<file path="src/rtl/addsub_pipe.sv">
// Pipelined WIDTH-bit adder/subtractor: one CHUNK-bit slice per stage, with the carry registered between stages.
// Define ADDSUB_SAT_EN to saturate the sum to signed max/min on overflow. Without it, the result wraps.
module addsub_pipe #(
  parameter int WIDTH = 16,
  parameter int CHUNK = 4
) (
  input  logic             clk,
  input  logic             rst_n,
  input  logic             in_valid,
  output logic             in_ready,
  input  logic [WIDTH-1:0] a,
  input  logic [WIDTH-1:0] b,
  input  logic             c_in,
  input  logic             sub,
  output logic             out_valid,
  input  logic             out_ready,
  output logic [WIDTH-1:0] sum,
  output logic             c_out,
  output logic             ovf
);

  localparam int STAGES = WIDTH / CHUNK;
  localparam int MSB    = WIDTH - 1;

  logic [STAGES-1:0] vld_q, vld_d;
  logic [STAGES-1:0] cy_q, cy_d;
  logic [STAGES-1:0] cin_k;
  logic [WIDTH-1:0]  a_q [STAGES];
  logic [WIDTH-1:0]  a_d [STAGES];
  logic [WIDTH-1:0]  b_q [STAGES];
  logic [WIDTH-1:0]  b_d [STAGES];
  logic [WIDTH-1:0]  s_q [STAGES];
  logic [WIDTH-1:0]  s_d [STAGES];
  logic [CHUNK:0]    part [STAGES];
  logic              ovf_q, ovf_d;
  logic              stall;

  // The whole pipe freezes as one unit, so a held result never gets overwritten.
  assign stall    = vld_q[STAGES-1] && !out_ready;
  assign in_ready = !stall;

  // NOTE: every always_comb output is given a value on every path before use, so no latch is inferred.
  always_comb begin
    vld_d[0] = in_valid;
    a_d[0]   = a;
    b_d[0]   = sub ? ~b : b;
    s_d[0]   = '0;
    cin_k[0] = sub ^ c_in;
    for (int k = 1; k < STAGES; k++) begin
      vld_d[k] = vld_q[k-1];
      a_d[k]   = a_q[k-1];
      b_d[k]   = b_q[k-1];
      s_d[k]   = s_q[k-1];
      cin_k[k] = cy_q[k-1];
    end
    for (int k = 0; k < STAGES; k++) begin
      part[k] = {1'b0, a_d[k][k*CHUNK +: CHUNK]} + {1'b0, b_d[k][k*CHUNK +: CHUNK]}
              + {{CHUNK{1'b0}}, cin_k[k]};
      s_d[k][k*CHUNK +: CHUNK] = part[k][CHUNK-1:0];
      cy_d[k] = part[k][CHUNK];
    end
    ovf_d = (a_d[STAGES-1][MSB] == b_d[STAGES-1][MSB]) &&
            (s_d[STAGES-1][MSB] != a_d[STAGES-1][MSB]);
`ifdef ADDSUB_SAT_EN
    if (ovf_d) begin
      s_d[STAGES-1] = a_d[STAGES-1][MSB] ? {1'b1, {(WIDTH-1){1'b0}}}
                                         : {1'b0, {(WIDTH-1){1'b1}}};
    end
`endif
  end

  // NOTE: data registers are reset along with the valid bits, so the outputs read as zero right after reset.
  // NOTE: sequential state is assigned with non-blocking assignments only.
  always_ff @(posedge clk or negedge rst_n) begin
    if (!rst_n) begin
      vld_q <= '0;
      cy_q  <= '0;
      ovf_q <= 1'b0;
      for (int k = 0; k < STAGES; k++) begin
        a_q[k] <= '0;
        b_q[k] <= '0;
        s_q[k] <= '0;
      end
    end else if (!stall) begin
      vld_q <= vld_d;
      cy_q  <= cy_d;
      ovf_q <= ovf_d;
      for (int k = 0; k < STAGES; k++) begin
        a_q[k] <= a_d[k];
        b_q[k] <= b_d[k];
        s_q[k] <= s_d[k];
      end
    end
  end

  assign out_valid = vld_q[STAGES-1];
  assign sum       = s_q[STAGES-1];
  assign c_out     = cy_q[STAGES-1];
  assign ovf       = ovf_q;

endmodule

</file>
<file path="config.mk">
export PLATFORM = sky130hd
export DESIGN_NAME = addsub_pipe
export DESIGN_NICKNAME = d
export VERILOG_FILES = /design/src/rtl/addsub_pipe.sv
export SDC_FILE = /design/constraint.sdc
export NUM_CORES = 1
export LEC_CHECK = 0
export CAP_MARGIN = 20
export CORE_UTILIZATION = 25
export DETAILED_ROUTE_END_ITERATION = 10
export RECOVER_POWER = 25
export SLEW_MARGIN = 15
export SYNTH_ARGS = -nofsm -noshare
export SYNTH_HDL_FRONTEND = slang
export SYNTH_SLANG_ARGS = --single-unit
</file>
<file path="constraint.sdc">
create_clock -name clk -period 4.3 [get_ports clk]
set_input_delay 0.43 -clock clk [delete_from_list [all_inputs] [get_ports clk]]
set_output_delay 0.43 -clock clk [all_outputs]
set_load 0.005 [all_outputs]
</file>
-- Yosys cells after proc, flatten, opt, wreduce, memory -nomap -nowiden
Cells that the tools add are included.
- output and inout port bits: 20
- word-level logic and storage cells: 30
- register bits after elaboration: 145
- add/subtract/negate cells: 8
- multiplexer cells: 1
- reductions and logical operators: 4
- equal/unequal tests: 2
- bitwise operators: 2
- operators by type and width (cell ; number):
    $add 4x4->5 ; 4
    $add 5x1->5 ; 4
    $mux 16 ; 1
    $not 16->16 ; 1
    $logic_and 1x1->1 ; 2
    $logic_not 1->1 ; 2
    $eq 1x1->1 ; 1
    $ne 1x1->1 ; 1
    $xor 1x1->1 ; 1

-- Depth between registers and ports, before layout
Gate-level depths: netlist of the first run.
- depth in word-level cells: 4
- mapped depth: 8
- gate-level depth less buffers: 6

-- Least setup slack after synthesis of the first run
No wires, ideal clock.
- kind: input port to flip-flop
- start: in sub
- end: reg cy_q[0]
- buffers on the path: 2
- path slack: 2.071 ns
- stages: 8
- arrival time: 2.102 ns
- path through: buf_4 buf_4 xor2_1 fa_1 fa_1 a21o_1 a21oi_1 a21oi_1
- cells in the longest elaborated chain, start to end: 3
- elaborated cells on any way between the ends: 4
- ends and longest elaborated chain (item ; RTL line ; source):
    start: declaration ; 14 ; input logic sub,
    $mux 16 ; 46 ; b_d[0] = sub ? ~b : b;
    $add 4x4->5 ; 57 ; part[k] = {1'b0, a_d[k][k*CHUNK +: CHUNK]} + {1'b0, b_d[k][k*CHUNK +: CHUNK]}
    $add 5x1->5 (*) ; 58 ; + {{CHUNK{1'b0}}, cin_k[k]};
    end signal: assignment ; 86 ; cy_q <= cy_d;
    end: declaration ; 26 ; logic [STAGES-1:0] cy_q, cy_d;
Every way passes the cells marked *; elsewhere a longest branch is shown, timed or not.
A chain may end at the register's enable or synchronous reset.

-- Final worst setup path of the first run
Same ends and word-level chain as after synthesis.

==> results of run 1 <==
[final cells by class]
type,instances,area (µm²),area share (%)
Multi-Input combinational cell,331,1740,32.3
Sequential cell,97,2430,45.0
Clock buffer,12,267,4.94
Tap cell,220,275,5.11
Timing Repair Buffer,62,606,11.2
Clock inverter,2,37.5,0.696
Inverter,10,37.5,0.696
[cell usage in the layout, fill, tap and decap left out]
cell	synthesis	layout
a21boi_0	2	2
a21oi_1	13	13
inv_2	1	1
xnor2_1	15	15
o31ai_1	1	1
or4_1	3	3
fa_1	8	8
clkinv_1	2	2
buf_4	9	6
nor2b_4	0	1
o2111ai_1	3	3
nand2_1	223	223
xor2_1	6	6
o41ai_2	1	1
clkbuf_8	0	3
inv_1	7	7
bufinv_16	0	1
dfrtp_1	97	97
clkinvlp_4	0	1
ha_1	12	12
clkbuf_16	0	9
o21ai_0	18	18
a211oi_1	2	2
nand2b_1	1	1
nor2_1	7	7
nor2b_1	5	4
mux2i_1	3	3
nand3_1	4	4
clkdlybuf4s50_1	0	56
a21o_1	4	4
[worst register-to-register path, stage by stage (launching register included)]
cell	delay (ns)
dfrtp_1	0.40
fa_1	0.49
fa_1	0.44
a21o_1	0.20
a21oi_1	0.18
a21oi_1	0.09
[power groups by stage]
stage / Clock (mW) / Sequential, mW / Combinational, mW
after global placement: 0 / 1.56 / 1.26
after CTS: 0.838 / 1.56 / 1.32
final: 0.806 / 1.55 / 1.29
after detailed placement: 0 / 1.57 / 1.31
after floorplan: 0 / 1.52 / 0.886
after global routing: 0.877 / 1.61 / 1.50
[kinds of logic (layout without fill, tap and decap cells)]
family	after synthesis	count (layout)	share of synthesized area (%)
simple gates	243	243	21.7
flops	97	97	56.0
compound gates	44	44	6.11
buf+inv	33	86	4.10
xor+xnor	21	21	4.24
fa+ha+maj	20	20	7.15
mux	3	3	0.692
[per-stage QoR]
| stage | instances | total power, mW | instance area (µm²) |
|---|---|---|---|
| floorplan | 461 | 2.41 | 4340 |
| CTS | 734 | 3.71 | 5390 |
| finish | 734 | 3.64 | 5390 |
| global route | 734 | 3.98 | 5390 |
| detailed placement | 720 | 2.88 | 5090 |
| global placement | 720 | 2.82 | 5090 |
[worst max-delay path by stage]
stage / from / end / slack (ns) / cells past startpoint
2_1_floorplan: sub / cy_q[0]$_DFFE_PN0N_ / 2.07 / 8
3_3_place_gp: sub / cy_q[0]$_DFFE_PN0N_ / 1.60 / 8
3_5_place_dp: sub / cy_q[0]$_DFFE_PN0N_ / 1.55 / 8
4_1_cts: sub / cy_q[0]$_DFFE_PN0N_ / 1.91 / 8
5_1_grt: sub / cy_q[0]$_DFFE_PN0N_ / 1.80 / 8
6_report: sub / cy_q[0]$_DFFE_PN0N_ / 1.92 / 8
[per-layer routing]
layer  track usage [%]  vias up
met4              5.11        0
met2              16.0       52
li1                  -     1553
met3              2.47       11
met1              13.9     1416
met5                 0        -
[state kept, by name, indices dropped and copies added, names as in the netlist]
register and cells:
b_d 24, s_d 24, vld_q 4, cy_q 4, sum 16, a_d 24
ovf 1
==> impl_metrics.env, run 1 <==
export IMPL_synth_commonest_cells="nand2_1, dfrtp_1, o21ai_0, xnor2_1, a21oi_1"
export IMPL_grt_pass1_wl_um=14900
export IMPL_layout_drive_gt1_share_pct=4.47
export IMPL_pwr_share_clk_pct=22.1
export IMPL_worst_slew_pin_transition_ns=1.01
export IMPL_worstSetupPathType="in -> reg"
export IMPL_port_buffers=57
export IMPL_syn_area_per_cell_um2=9.41
export IMPL_worstRegToRegCells=5
export IMPL_grt_max_degree=107
export IMPL_met3_length_um=332
export IMPL_vias=3032
export IMPL_synth_seq_area_share_pct=56.0
export IMPL_sw_frac_of_total_pct=33.8
export IMPL_area_growth_pct=24.3
export IMPL_hold_violations=0
export IMPL_grtUsageTotal_pct=10.5
export IMPL_status="finished, final reports clean"
export IMPL_p_leak_nw=2.59
export IMPL_diodes=0
export IMPL_die_area_um2=17900
export IMPL_routedLengthMet1_um=4210
export IMPL_clock_latency_ns=0.33
export IMPL_cts_root_buf="clkbuf_16"
export IMPL_async_flop_share_pct=100
export IMPL_vias_per_cell=4.13
export IMPL_ys_flop_type="dfrtp_1"
export IMPL_fin_nets=569
export IMPL_required_ns=4.49
export IMPL_cts_tree="built"
export IMPL_dr_pass1_iters=4
export IMPL_reg2reg_from="cy_q[2]$_DFFE_PN0N_"
export IMPL_wl_met2_um=3740
export IMPL_rsz0062_at_grt="no"
export IMPL_period_share_pct=55.4
export IMPL_synth_top_area_share_pct=56.0
export IMPL_slew_headroom_pct=32.7
export IMPL_drv_cap=0
export IMPL_clock_sinks=97
export IMPL_ir_drop_mv=0.321
export IMPL_top_layer_used="met4"
export IMPL_start_util_pct=25.9
export IMPL_synth_area_um2=4340
export IMPL_gr_total_overflow=0
export IMPL_fillCellCount=1767
export IMPL_tns_ns=0
export IMPL_ant_nets=0
export IMPL_syn_inst=461
export IMPL_final_util_pct=32.2
export IMPL_ys_ff_latch=97
export IMPL_timing_final_crit_period_ns=2.38
export IMPL_grt_pass1_vias=3108
export IMPL_netSwitchingPower_mw=1.23
export IMPL_numCtsBuffers=9
export IMPL_arrival_ns=2.58
export IMPL_drc=0
export IMPL_synth_top_area_cell="dfrtp_1"
export IMPL_cts_clk_slew_worst_paths_ns=0.06
export IMPL_coreArea_um2=16800
export IMPL_worst_path_buf_inv=2
export IMPL_clk_path_buf_depth=2
export IMPL_antenna_found_initial=0
export IMPL_rows=47
export IMPL_hold_class="in -> async"
export IMPL_hold_ws_ns=0.164
export IMPL_worstPathCellList="clkdlybuf4s50_1 -> buf_4 -> xor2_1 -> fa_1 -> fa_1 -> a21o_1 -> a21oi_1 -> a21oi_1"
export IMPL_worstSetupEndpointType="register"
export IMPL_power_frac_comb_pct=35.4
export IMPL_ys_types=27
export IMPL_yosysMostFrequentCell="nand2_1"
export IMPL_ys_warn_count=0
export IMPL_pre_cts_ws_ns=1.55
export IMPL_route_detailed_wl_per_inst_um=11.5
export IMPL_drtIter0Drc=202
export IMPL_fmaxAchievable_ghz=0.420
export IMPL_reg2reg_slack_ns=2.38
export IMPL_hold_buffers=0
export IMPL_worstReg2RegEnd="cy_q[3]$_DFFE_PN0N_"
export IMPL_power_density_nw_per_um2=676
export IMPL_synth_edf_count=0
export IMPL_io_pins=58
export IMPL_crit_path_start_kind="input pin"
export IMPL_dp_hpwl_um=5830
export IMPL_slowest_delay_ns=0.45
export IMPL_synth_fp_nets=519
export IMPL_crit_slowest_cell="clkdlybuf4s50_1"
export IMPL_cp_top_family="adder cells"
export IMPL_cts_resized=0
export IMPL_ctsHtreeMaxLevel=3
export IMPL_worstPathMaxFanout=17
export IMPL_cts_setup_buffers=0
export IMPL_wl_um=8460
export IMPL_dieWidth_um=134
export IMPL_gp_congestion=0.699
export IMPL_p_seq_share_pct=42.5
export IMPL_die_y_um=134
export IMPL_ys_top_cells_by_area="dfrtp_1, nand2_1, fa_1, ha_1, xnor2_1"
export IMPL_layout_setup_ws_ns=1.92
export IMPL_fin_skew_ns=0.00442
export IMPL_final_max_slew_viol_count=0
export IMPL_setup_viol=0
export IMPL_p_int_mw=2.41
Note: power is estimated with default switching activity, not from simulation.
==> inputs of run 2 (changes only) <==
==> constraint.sdc (replaced) <==
create_clock -name clk -period 2.37 [get_ports clk]
set_input_delay 0.237 -clock clk [delete_from_list [all_inputs] [get_ports clk]]
set_output_delay 0.237 -clock clk [all_outputs]
set_load 0.005 [all_outputs]
==> run 2 against run 1 <==
Net effect: critical endpoint unchanged; utilization is 0.20 points higher; non-clock buffer count increased by 3; count of clock-buffer cells in the layout up 1; power up 79%; first-iteration DRC count fell by 1.5%.
==> impl_metrics.env, run 2 (synthesis results as in run 1) <==
export IMPL_vias_per_cell=4.05
export IMPL_ctsHtreeMaxLevel=3
export IMPL_grt_max_degree=107
export IMPL_cts_clk_slew_worst_paths_ns=0.07
export IMPL_die_y_um=134
export IMPL_gr_total_overflow=0
export IMPL_clock_latency_ns=0.34
export IMPL_power_density_nw_per_um2=1200
export IMPL_arrival_ns=2.23
export IMPL_cts_tree="built"
export IMPL_clock_sinks=97
export IMPL_worst_path_buf_inv=1
export IMPL_final_max_slew_viol_count=0
export IMPL_vias=2993
export IMPL_ir_drop_mv=0.572
export IMPL_drtIter0Drc=199
export IMPL_fin_area_um2=5420
export IMPL_layout_commonest_cell="nand2_1"
export IMPL_route_detailed_wl_per_inst_um=11.4
export IMPL_ant_nets=0
export IMPL_worstPathMaxFanout=3
export IMPL_tns_ns=0
export IMPL_die_area_um2=17900
export IMPL_layout_setup_ws_ns=0.361
export IMPL_gp_congestion=0.754
export IMPL_status="finished, final reports clean"
export IMPL_grt_pass1_wl_um=14900
export IMPL_dp_hpwl_um=5920
export IMPL_wl_um=8450
export IMPL_fin_nets=572
export IMPL_pre_cts_ws_ns=-0.0250
export IMPL_slew_headroom_pct=20.4
export IMPL_coreArea_um2=16800
export IMPL_placed_area_um2=5150
export IMPL_worstSetupEndpointType="register"
export IMPL_fmaxAchievable_ghz=0.498
export IMPL_grtUsageTotal_pct=10.4
export IMPL_cp_top_family="adder cells"
export IMPL_mostFrequentLayoutCells="nand2_1, dfrtp_1, clkdlybuf4s50_1"
export IMPL_cts_root_buf="clkbuf_16"
export IMPL_slowest_delay_ns=0.53
export IMPL_required_ns=2.59
export IMPL_clk_path_buf_depth=2
export IMPL_grt_pass1_vias=3098
export IMPL_fillCellCount=1741
export IMPL_regArea_um2=2430
export IMPL_hold_ws_ns=0.423
export IMPL_crit_path_start_kind="input pin"
export IMPL_fin_skew_ns=0.00775
export IMPL_hold_class="in -> reg"
export IMPL_numCtsBuffers=9
export IMPL_drc=0
export IMPL_io_pins=58
export IMPL_start_util_pct=25.9
export IMPL_hold_violations=0
export IMPL_dr_pass1_iters=4
export IMPL_drv_cap=0
export IMPL_multi_input_area_um2=1730
export IMPL_rows=47
export IMPL_final_util_pct=32.4
export IMPL_worst_slew_pin_transition_ns=1.19
export IMPL_port_buffers=57
export IMPL_setup_viol=0
export IMPL_area_growth_pct=25.0
export IMPL_period_share_pct=84.8
export IMPL_timing_final_crit_period_ns=2.01
export IMPL_cts_resized=0
export IMPL_dieWidth_um=134
export IMPL_worstSetupPathType="in -> reg"
export IMPL_worstPathCellList="clkdlybuf4s50_1 -> xor2_1 -> fa_1 -> fa_1 -> a21o_1 -> a21oi_1 -> a21oi_1"
export IMPL_antenna_found_initial=0
export IMPL_rsz0062_at_grt="no"
export IMPL_diodes=0
export IMPL_p_leak_nw=2.60
export IMPL_layout_drive_gt1_share_pct=4.43
export IMPL_crit_slowest_cell="clkdlybuf4s50_1"
==> run 2: cell types whose count changed in the layout (fill, tap and decap cells not counted), sizes merged <==
cell         previous run  this run
clkinv                  2         4
clkbuf                 12        15
bufinv                  1         0
dlygate4sd3             0         1
==> run 2: layout make-up <==
class	instances	area share (%)
sequential	97	44.8
inverter	10	0.692
clock inverter	3	0.461
timing repair buffer	65	12.3
multi-input combinational	331	31.9
tap	220	5.07
clock buffer	13	4.80
==> run 2: routing by layer <==
layer	GRT usage (%)	vias up	wire, µm
li1	-	1562	-
met1	14.1	1365	4130
met2	14.5	51	3550
met3	2.85	15	484
met4	6.50	0	286
met5	0	-	0
==> run 2: repair_timing <==
| action | 4_1_cts | 5_1_grt |
|---|---|---|
| hold buffers | 1 | 0 |
| setup buffers | 0 | 0 |
| endpoints found under the hold margin | 45 | 0 |
==> run 2: worst paths after layout <==
check,startpoint,end,slack [ns],depth (start not counted)
min,a[15],a_d[47]$_DFFE_PN0N_,0.42,3
max,sub,cy_q[0]$_DFFE_PN0N_,0.36,7
max in group asynchronous,rst_n,a_d[27]$_DFFE_PN0N_,0.85,3
max reg2reg,vld_q[3]$_DFFE_PN0N_,s_d[35]$_DFFE_PN0N_,0.39,4
min reg2reg,vld_q[2]$_DFFE_PN0N_,vld_q[2]$_DFFE_PN0N_,0.46,2
min in group asynchronous,rst_n,a_d[13]$_DFFE_PN0N_,0.66,2
==> run 2: through the flow <==
step	power, mW	cells
floorplan	4.37	461
global placement	5.16	722
detailed placement	5.28	722
CTS	6.69	739
global route	7.17	739
finish	6.53	739
==> run 2: worst min-delay path: cells and delay by family <==
kind | cells | cell delay (ns)
buffers and inverters | 1 | 0.39
and+or+nand+nor | 2 | 0.10
==> run 2: where the power goes <==
part | switching (mW) | internal, mW | total (mW)
clock | 0.594 | 0.773 | 1.37
combinational | 1.23 | 1.12 | 2.35
sequential | 0.419 | 2.39 | 2.81
